--- src/rtl/seq_stream_parser.sv ---
// Packet stream parser: strips the two-word header, collects the payload and
// tracks per-stream sequence continuity before handing the packet downstream.
module seq_stream_parser #(
    parameter int NUM_STREAMS       = 32,
    parameter int MAX_PAYLOAD_BYTES = 37,
    parameter int SEQ_W             = 32
) (
    input  logic                           clk,
    input  logic                           reset_b,
    input  logic [31:0]                    dataIn,
    input  logic                           dataIn_val,
    output logic                           dataIn_ready,
    input  logic                           dataIn_last,
    output logic [MAX_PAYLOAD_BYTES*8-1:0] dataOut,
    output logic [15:0]                    dataOut_bytes,
    output logic [15:0]                    dataOut_stream,
    output logic                           dataOut_val,
    input  logic                           dataOut_ready,
    output logic                           packetLost,
    output logic [SEQ_W-1:0]               seqGap,
    output logic                           formatError
);

    localparam int IDX_W = $clog2(NUM_STREAMS);
    localparam int BUF_W = MAX_PAYLOAD_BYTES * 8;

    typedef enum logic [1:0] {HDR0, HDR1, PAYLOAD, COMMIT} state_t;

    state_t             state, stateNext;
    logic [15:0]        pktLen, pktStream, wordCnt;
    logic [SEQ_W-1:0]   pktSeq;
    logic               hdrErr, lastErr;
    logic [BUF_W-1:0]   prepBuf, prepBufNext;
    logic [SEQ_W-1:0]   lastSeq [NUM_STREAMS];

    logic               xfer, outFree, commitLoad, fmtErr, lost;
    logic [15:0]        payBytes, lastWordIdx;
    logic [IDX_W-1:0]   streamIdx;
    logic [SEQ_W-1:0]   expectedSeq, gap;

    assign dataIn_ready = reset_b && (state != COMMIT);
    assign xfer         = dataIn_val && dataIn_ready;
    assign outFree      = !dataOut_val || dataOut_ready;
    assign commitLoad   = (state == COMMIT) && outFree;

    assign payBytes    = (pktLen > 16'd8) ? pktLen - 16'd8 : 16'd0;
    assign lastWordIdx = ((payBytes + 16'd3) >> 2) + 16'd1;
    assign streamIdx   = pktStream[IDX_W-1:0];
    assign expectedSeq = lastSeq[streamIdx] + SEQ_W'(1);
    assign gap         = pktSeq - expectedSeq;
    assign fmtErr      = hdrErr || lastErr || (pktLen < 16'd9)
                       || (payBytes > 16'(MAX_PAYLOAD_BYTES))
                       || (pktStream >= 16'(NUM_STREAMS));
    assign lost        = !fmtErr && (pktSeq != expectedSeq);

    // NOTE: every signal written in always_comb gets a default first so no latch is inferred.
    always_comb begin
        stateNext = state;
        case (state)
            HDR0:    if (xfer) stateNext = dataIn_last ? COMMIT : HDR1;
            HDR1:    if (xfer) stateNext = dataIn_last ? COMMIT : PAYLOAD;
            PAYLOAD: if (xfer && dataIn_last) stateNext = COMMIT;
            COMMIT:  if (outFree) stateNext = HDR0;
            default: stateNext = HDR0;
        endcase
    end

    // Byte lanes past the payload length (or past the buffer) are never written, so they stay zero.
    always_comb begin
        prepBufNext = prepBuf;
        for (int b = 0; b < MAX_PAYLOAD_BYTES; b++) begin
            if ((b / 4) == (int'(wordCnt) - 2) && b < int'(payBytes))
                prepBufNext[(MAX_PAYLOAD_BYTES-1-b)*8 +: 8] = dataIn[(3-(b%4))*8 +: 8];
        end
    end

    always_ff @(posedge clk or negedge reset_b) begin
        if (!reset_b) begin
            state     <= HDR0;
            pktLen    <= '0;
            pktStream <= '0;
            pktSeq    <= '0;
            wordCnt   <= '0;
            hdrErr    <= 1'b0;
            lastErr   <= 1'b0;
            prepBuf   <= '0;
        end else begin
            state <= stateNext;
            if (xfer) begin
                case (state)
                    HDR0: begin
                        pktLen    <= dataIn[31:16];
                        pktStream <= dataIn[15:0];
                        prepBuf   <= '0;
                        wordCnt   <= 16'd1;
                        hdrErr    <= dataIn_last;
                        lastErr   <= 1'b0;
                    end
                    HDR1: begin
                        pktSeq  <= dataIn[SEQ_W-1:0];
                        wordCnt <= 16'd2;
                        hdrErr  <= dataIn_last;
                    end
                    PAYLOAD: begin
                        prepBuf <= prepBufNext;
                        if (wordCnt != 16'hFFFF) wordCnt <= wordCnt + 16'd1;
                        if (dataIn_last) lastErr <= (wordCnt != lastWordIdx);
                    end
                    default: ;
                endcase
            end
        end
    end

    // NOTE: the sequence table is reset explicitly because a fresh stream must expect sequence 1.
    always_ff @(posedge clk or negedge reset_b) begin
        if (!reset_b) begin
            dataOut        <= '0;
            dataOut_bytes  <= '0;
            dataOut_stream <= '0;
            dataOut_val    <= 1'b0;
            packetLost     <= 1'b0;
            seqGap         <= '0;
            formatError    <= 1'b0;
            for (int i = 0; i < NUM_STREAMS; i++) lastSeq[i] <= '0;
        end else if (commitLoad) begin
            dataOut        <= prepBuf;
            dataOut_bytes  <= (payBytes > 16'(MAX_PAYLOAD_BYTES)) ? 16'(MAX_PAYLOAD_BYTES) : payBytes;
            dataOut_stream <= pktStream;
            dataOut_val    <= 1'b1;
            packetLost     <= lost;
            seqGap         <= lost ? gap : '0;
            formatError    <= fmtErr;
            if (!fmtErr) lastSeq[streamIdx] <= pktSeq;
        end else if (dataOut_val && dataOut_ready) begin
            dataOut_val <= 1'b0;
        end
    end

endmodule

--- config.mk ---
export PLATFORM = sky130hd
export DESIGN_NAME = seq_stream_parser
export DESIGN_NICKNAME = d
export VERILOG_FILES = /design/src/rtl/seq_stream_parser.sv
export SDC_FILE = /design/constraint.sdc
export NUM_CORES = 2
export LEC_CHECK = 0
export ABC_AREA = 1
export CORE_ASPECT_RATIO = 1.2
export CORE_UTILIZATION = 65
export DETAILED_ROUTE_END_ITERATION = 10
export GPL_ROUTABILITY_DRIVEN = 1
export PLACE_DENSITY = 0.92
export SYNTH_ARGS = -nofsm -noshare
export SYNTH_HDL_FRONTEND = slang
export SYNTH_SLANG_ARGS = --single-unit
--- constraint.sdc ---
create_clock -name clk -period 6.9 [get_ports clk]
set_input_delay 1.38 -clock clk [delete_from_list [all_inputs] [get_ports clk]]
set_output_delay 1.38 -clock clk [all_outputs]
set_load 0.005 [all_outputs]
# Word-level counts from Yosys, hierarchy flattened
# Cells that the tools add are included.
# word_totals
ff_bits	1767
output_inout_bits	364
word_cells	355
# op_classes
n_addsub	7
magnitude_cmp	43
eq_ne	59
mux	60
n_bitwise	2
n_reduce_logical	101
# ops
operator	count
1024-bit bitwise mux	1
296-bit one-hot mux with 2 select lines	1
8-bit two-way mux	37
5-bit by 16-bit < comparator with 1-bit output, first input constant	16
32-bit binary-select mux with 5-bit select	1
32-bit demux with 5-bit select	1
4-bit by 16-bit < comparator with 1-bit output, first input constant	8
32-bit two-way mux	4
3-bit AND reduction	39
2-bit inequality test, second input constant	44
6-bit by 16-bit < comparator with 1-bit output, first input constant	5
4-bit by 17-bit == test with 1-bit output, first input constant	4
3-bit by 16-bit < comparator with 1-bit output, first input constant	4
16-bit two-way mux	3
16-bit one-hot mux with 3 select lines	1
1-bit logical AND	44
3-bit by 17-bit == test with 1-bit output, first input constant	2
5-bit by 17-bit == test with 1-bit output, first input constant	2
32-bit by 1-bit adder with 32-bit output, second input constant	1
32-bit logical NOT	1
1-bit by 16-bit < comparator with 1-bit output, first input constant	2
2-bit by 16-bit < comparator with 1-bit output, first input constant	2
32-bit inequality test	1
32-bit subtractor	1
other kinds (30)	47

# Logic depth before layout (Yosys ltp)
# logic_depth
depth_word	8
mapped_depth	33
mapped_depth_nobuf	31

# Worst setup path before layout
# Ideal clock, no wire load.
# synth_timing
path_type	register to register
from	register pktStream[1]
to	register seqGap[28]
arrival_time_ps	4059
required_time_ps	6817
setup_slack_ps	2759
stages_incl_launch_ff	31
n_path_buf	2
path_cell_list	dfrtp_1 nor2_2 buf_2 clkbuf_1 nand2_1 nand4_1 nand2_1 nand2_1 nor2_1 nand2_1 nand2_1 nor2_1 nand2_1 nor2_2 nand3_1 a21oi_1 o22ai_1 ha_1 nand2_1 nor2_1 inv_1 nor2_1 nor2_1 a21boi_0 o21ai_0 a21boi_0 inv_1 nand2_1 nand3_1 xnor2_1 o21ai_0
# synth_between
elab_chain_len	8
elab_cells_between_ends	12
# synth_lines
item	line	source
from (decl)	30	logic [15:0] pktLen, pktStream, wordCnt;
from (signal assigned)	93	pktStream <= dataIn[15:0];
branches (longest 7 deep; another with 32-bit by 1-bit adder with 32-bit output)	-	
32-bit two-way mux (*)	132	seqGap <= lost ? gap : '0;
to (signal assigned)	132	
to (decl)	20	output logic [SEQ_W-1:0] seqGap,
# Every way passes the cells marked *. The select of a mux whose other input is x is not followed.
# A chain may end at the register's enable or synchronous reset.

# Final worst setup path
# layout_timing
from	register pktStream[4]
to	register seqGap[28]
# The elaborated chain is that of the path after synthesis.

==> results.sh <==
export IMPL_outcome="finished with violations"
export IMPL_violations="design-rule violations"
export IMPL_switching_share_pct=38.32
export IMPL_p_switching_mw=12.68
export IMPL_pre_cts_slack_ns=0.9449
export IMPL_worstSetupPathType="flip-flop to flip-flop"
export IMPL_final_util_pct=73.90
export IMPL_yosysTopAreaCellShare_pct=57.90
export IMPL_setup_viol=0
export IMPL_grt_pass1_vias=67819
export IMPL_cp_end_kind="flip-flop"
export IMPL_drv_slew=0
export IMPL_yosysSeqAreaShare_pct=57.90
export IMPL_grt_use_met3_pct=11.90
export IMPL_cap_viol_max_count=0
export IMPL_synthCells=8760
export IMPL_insertion_delay_ns=0.86
export IMPL_grt_max_degree=248
export IMPL_first_iter_violations=10818
export IMPL_relSlewSlack_pct=6.481
export IMPL_fin_ws_ns=0.5936
export IMPL_grt_busiest_layer="met2"
export IMPL_cts_sinks=1767
export IMPL_required_ns=7.59
export IMPL_cts_tree="done"
export IMPL_syn_to_final_growth_pct=12.63
export IMPL_drtPass1Iterations=11
export IMPL_globalplace_congestion=0.9960
export IMPL_async_flop_share_pct=100.0
export IMPL_synthesis_area_um2=76370
export IMPL_synthFlopType="dfrtp_1"
export IMPL_totalWireLength_um=259900
export IMPL_htreeDepth=4
export IMPL_hold_viol=0
export IMPL_placedCellCount=10187
export IMPL_cts_hold_buf=0
export IMPL_rows=137
export IMPL_drtAntennaViolNets=0
export IMPL_yosysTopAreaCell="dfrtp_1"
export IMPL_grt_overflow_total=0
export IMPL_syn_num_nets=8843
export IMPL_viasPerCell=6.569
export IMPL_grt_usage_pct=43.86
export IMPL_wl_per_cell_um=24.77
export IMPL_ys_top_cells_by_count="3,336 x nand2_1, 1,767 x dfrtp_1, 1,273 x o21ai_0, 342 x a22oi_1, 337 x inv_1"
export IMPL_portBuffers=400
export IMPL_power_density_nw_per_um2=384.7
export IMPL_pwr_share_seq_pct=40.2
export IMPL_yosysWarnings=0
export IMPL_p_int_mw=20.41
export IMPL_dpl_cell_area_um2=80350
export IMPL_post_cts_setup_buffers=0
export IMPL_vias=68918
export IMPL_rsz0062_at_grt="no"
export IMPL_syn_area_per_cell_um2=8.718
export IMPL_synth_most_common_cell="nand2_1"
export IMPL_stdcell_count=10491
export IMPL_clkTransAtPathRegs_ns=0.06
export IMPL_synth_compound_area_share_pct=14.80
export IMPL_synth_top_family_by_area="simple AND/OR/NAND/NOR gates"
export IMPL_cts_root_buf="clkbuf_16"
export IMPL_cts_buffers=163
export IMPL_dieArea_um2=118900
export IMPL_p_comb_share_pct=30.9
export IMPL_worst_ep_arrival_time_ns=6.99
export IMPL_final_nets=8906
export IMPL_yosys_top_cells_area="dfrtp_1 58%, nand2_1 16%, o21ai_0 8.3%, a22oi_1 3.4%, o21ai_1 1.9%"
export IMPL_cp_max_fo=14
export IMPL_io_pins=401
export IMPL_whs_ns=0.4202
export IMPL_ir_drop_v=0.0004095
export IMPL_drc=276
export IMPL_finClkSkew_ns=0.07146
export IMPL_hold_path_class="flip-flop to flip-flop"
export IMPL_synth_mux_area_fraction_pct=0.08847
export IMPL_post_route_min_period_ns=6.306
export IMPL_synth_adder_area_share_pct=0.7635
export IMPL_dpl_hpwl_um=152200
export IMPL_chipHeight_um=377.5
export IMPL_grtUsageMet1_pct=51.04
export IMPL_grt_pass1_wl_um=393100
export IMPL_synth_xor_area_share_pct=0.7569
export IMPL_rrSetupSlack_ns=0.59
export IMPL_power_total_mw=33.09
export IMPL_layout_drive_gt1_share_pct=4.678
export IMPL_gr_usage_met2_pct=67.42
export IMPL_fmaxAchievable_mhz=158.6
export IMPL_finalCritPeriodShare_pct=91.40
export IMPL_synth_cell_types=50
export IMPL_clkPwrFrac_pct=28.9
export IMPL_core_area_um2=116400
export IMPL_synth_simple_area_share_pct=20.37
export IMPL_antenna_found_initial=6
export IMPL_ctsResizeCount=0
export IMPL_yosys_register_bits=1767
export IMPL_stdcell_area_um2=86020
export IMPL_synth_edf_count=0
export IMPL_fp_dieW_um=314.9
export IMPL_setup_tns_final_ns=0
export IMPL_critPathLaunchType="flip-flop"
export IMPL_start_util_pct=65.62
export IMPL_leakagePower_nw=41.25
export IMPL_worst_pin_slew_ns=1.393
export IMPL_cts_path_max_buffers=3
-- critical path, stage by stage, from the launching register on --
cell      delay (ns)
dfrtp_1         0.60
inv_2           0.20
nor3_4          0.90
nand2_1         0.16
nand2_1         0.14
nor2_1          0.06
nand2_1         0.17
nand2_1         0.13
nor2_1          0.45
nand2_1         0.31
nor2_2          0.27
nand3_1         0.20
a21oi_1         0.18
o22ai_1         0.11
ha_1            0.37
nand2_1         0.15
nor2_1          0.05
inv_1           0.09
nor2_1          0.05
nor2_1          0.07
a21boi_0        0.34
o21ai_0         0.24
a21boi_0        0.44
inv_1           0.08
nand2_1         0.07
nand3_1         0.07
xnor2_1         0.15
o21ai_0         0.09
-- sequential cells by signal (all words and copies together), names as in the netlist, 2 cells and up --
signal,cells
pktStream,16
prepBuf,296
lastSeq,1024
dataOut_stream,16
dataOut,296
wordCnt,16
dataOut_bytes,16
seqGap,32
pktLen,16
pktSeq,32
state,2
-- final timing paths --
path,endpoint,from,cells past startpoint
max in group asynchronous,lastSeq[326],reset_b,4
worst min register to register,dataOut[156],prepBuf[156],2
worst max register to register,seqGap[28],pktStream[4],27
worst min-delay path,dataOut[156],prepBuf[156],2
worst max-delay path,seqGap[28],pktStream[4],27
min in group asynchronous,prepBuf[181],reset_b,1
-- power groups by stage --
stage	registers (mW)	logic (mW)	clock network, mW
6_report	13.3	10.2	9.57
5_1_grt	13.4	10.8	9.92
4_1_cts	13.2	9.85	9.52
3_5_place_dp	13.3	9.61	0
3_3_place_gp	13.2	9.35	0
2_1_floorplan	12.9	5.36	0
-- kinds of logic (layout without fill, tap and decap cells) --
| family | count (synthesis) | after routing |
|---|---|---|
| adder cells (fa/ha/maj) | 46 | 46 |
| flip-flops | 1767 | 1767 |
| multiplexers | 6 | 6 |
| other | 0 | 5 |
| AND/OR/NAND/NOR | 3897 | 3897 |
| AO/OA/AOI/OAI | 2058 | 2058 |
| XOR/XNOR | 66 | 66 |
| buffers and inverters | 920 | 1117 |
-- layout by cell type (no fill, tap or decap), types with 17 or more instances in the layout --
cell             count
xnor2_1             28
dfrtp_1           1767
o21ai_0           1273
o21ai_1            291
clkbuf_8            35
nand2_4             35
o22ai_1             19
ha_1                44
buf_4               52
clkbuf_16          166
clkinv_2            17
xor2_1              38
clkdlybuf4s50_1    399
inv_1              337
nor2_1             242
nor3_1              22
nand4_1            114
a22oi_1            342
a21oi_1             89
clkbuf_1            45
nand3_1             90
nand2_1           3334
-- layer usage --
metal	vias up	wire length, µm
li1	28748	-
met1	32838	84230
met4	10	26140
met3	1666	31830
met5	-	107
met2	5656	117600
-- cell type report --
cell class              count  area (µm²)
clock inverters            53       850.8
multi-input cells        6073       28180
fillers                  7487       30380
diodes                      5       12.51
flip-flops and latches   1767       44220
clock buffers             246        4805
inverters                 351        1328
repair buffers            467        4712
well taps                1529        1913
Power figures use the tool's default switching activity.
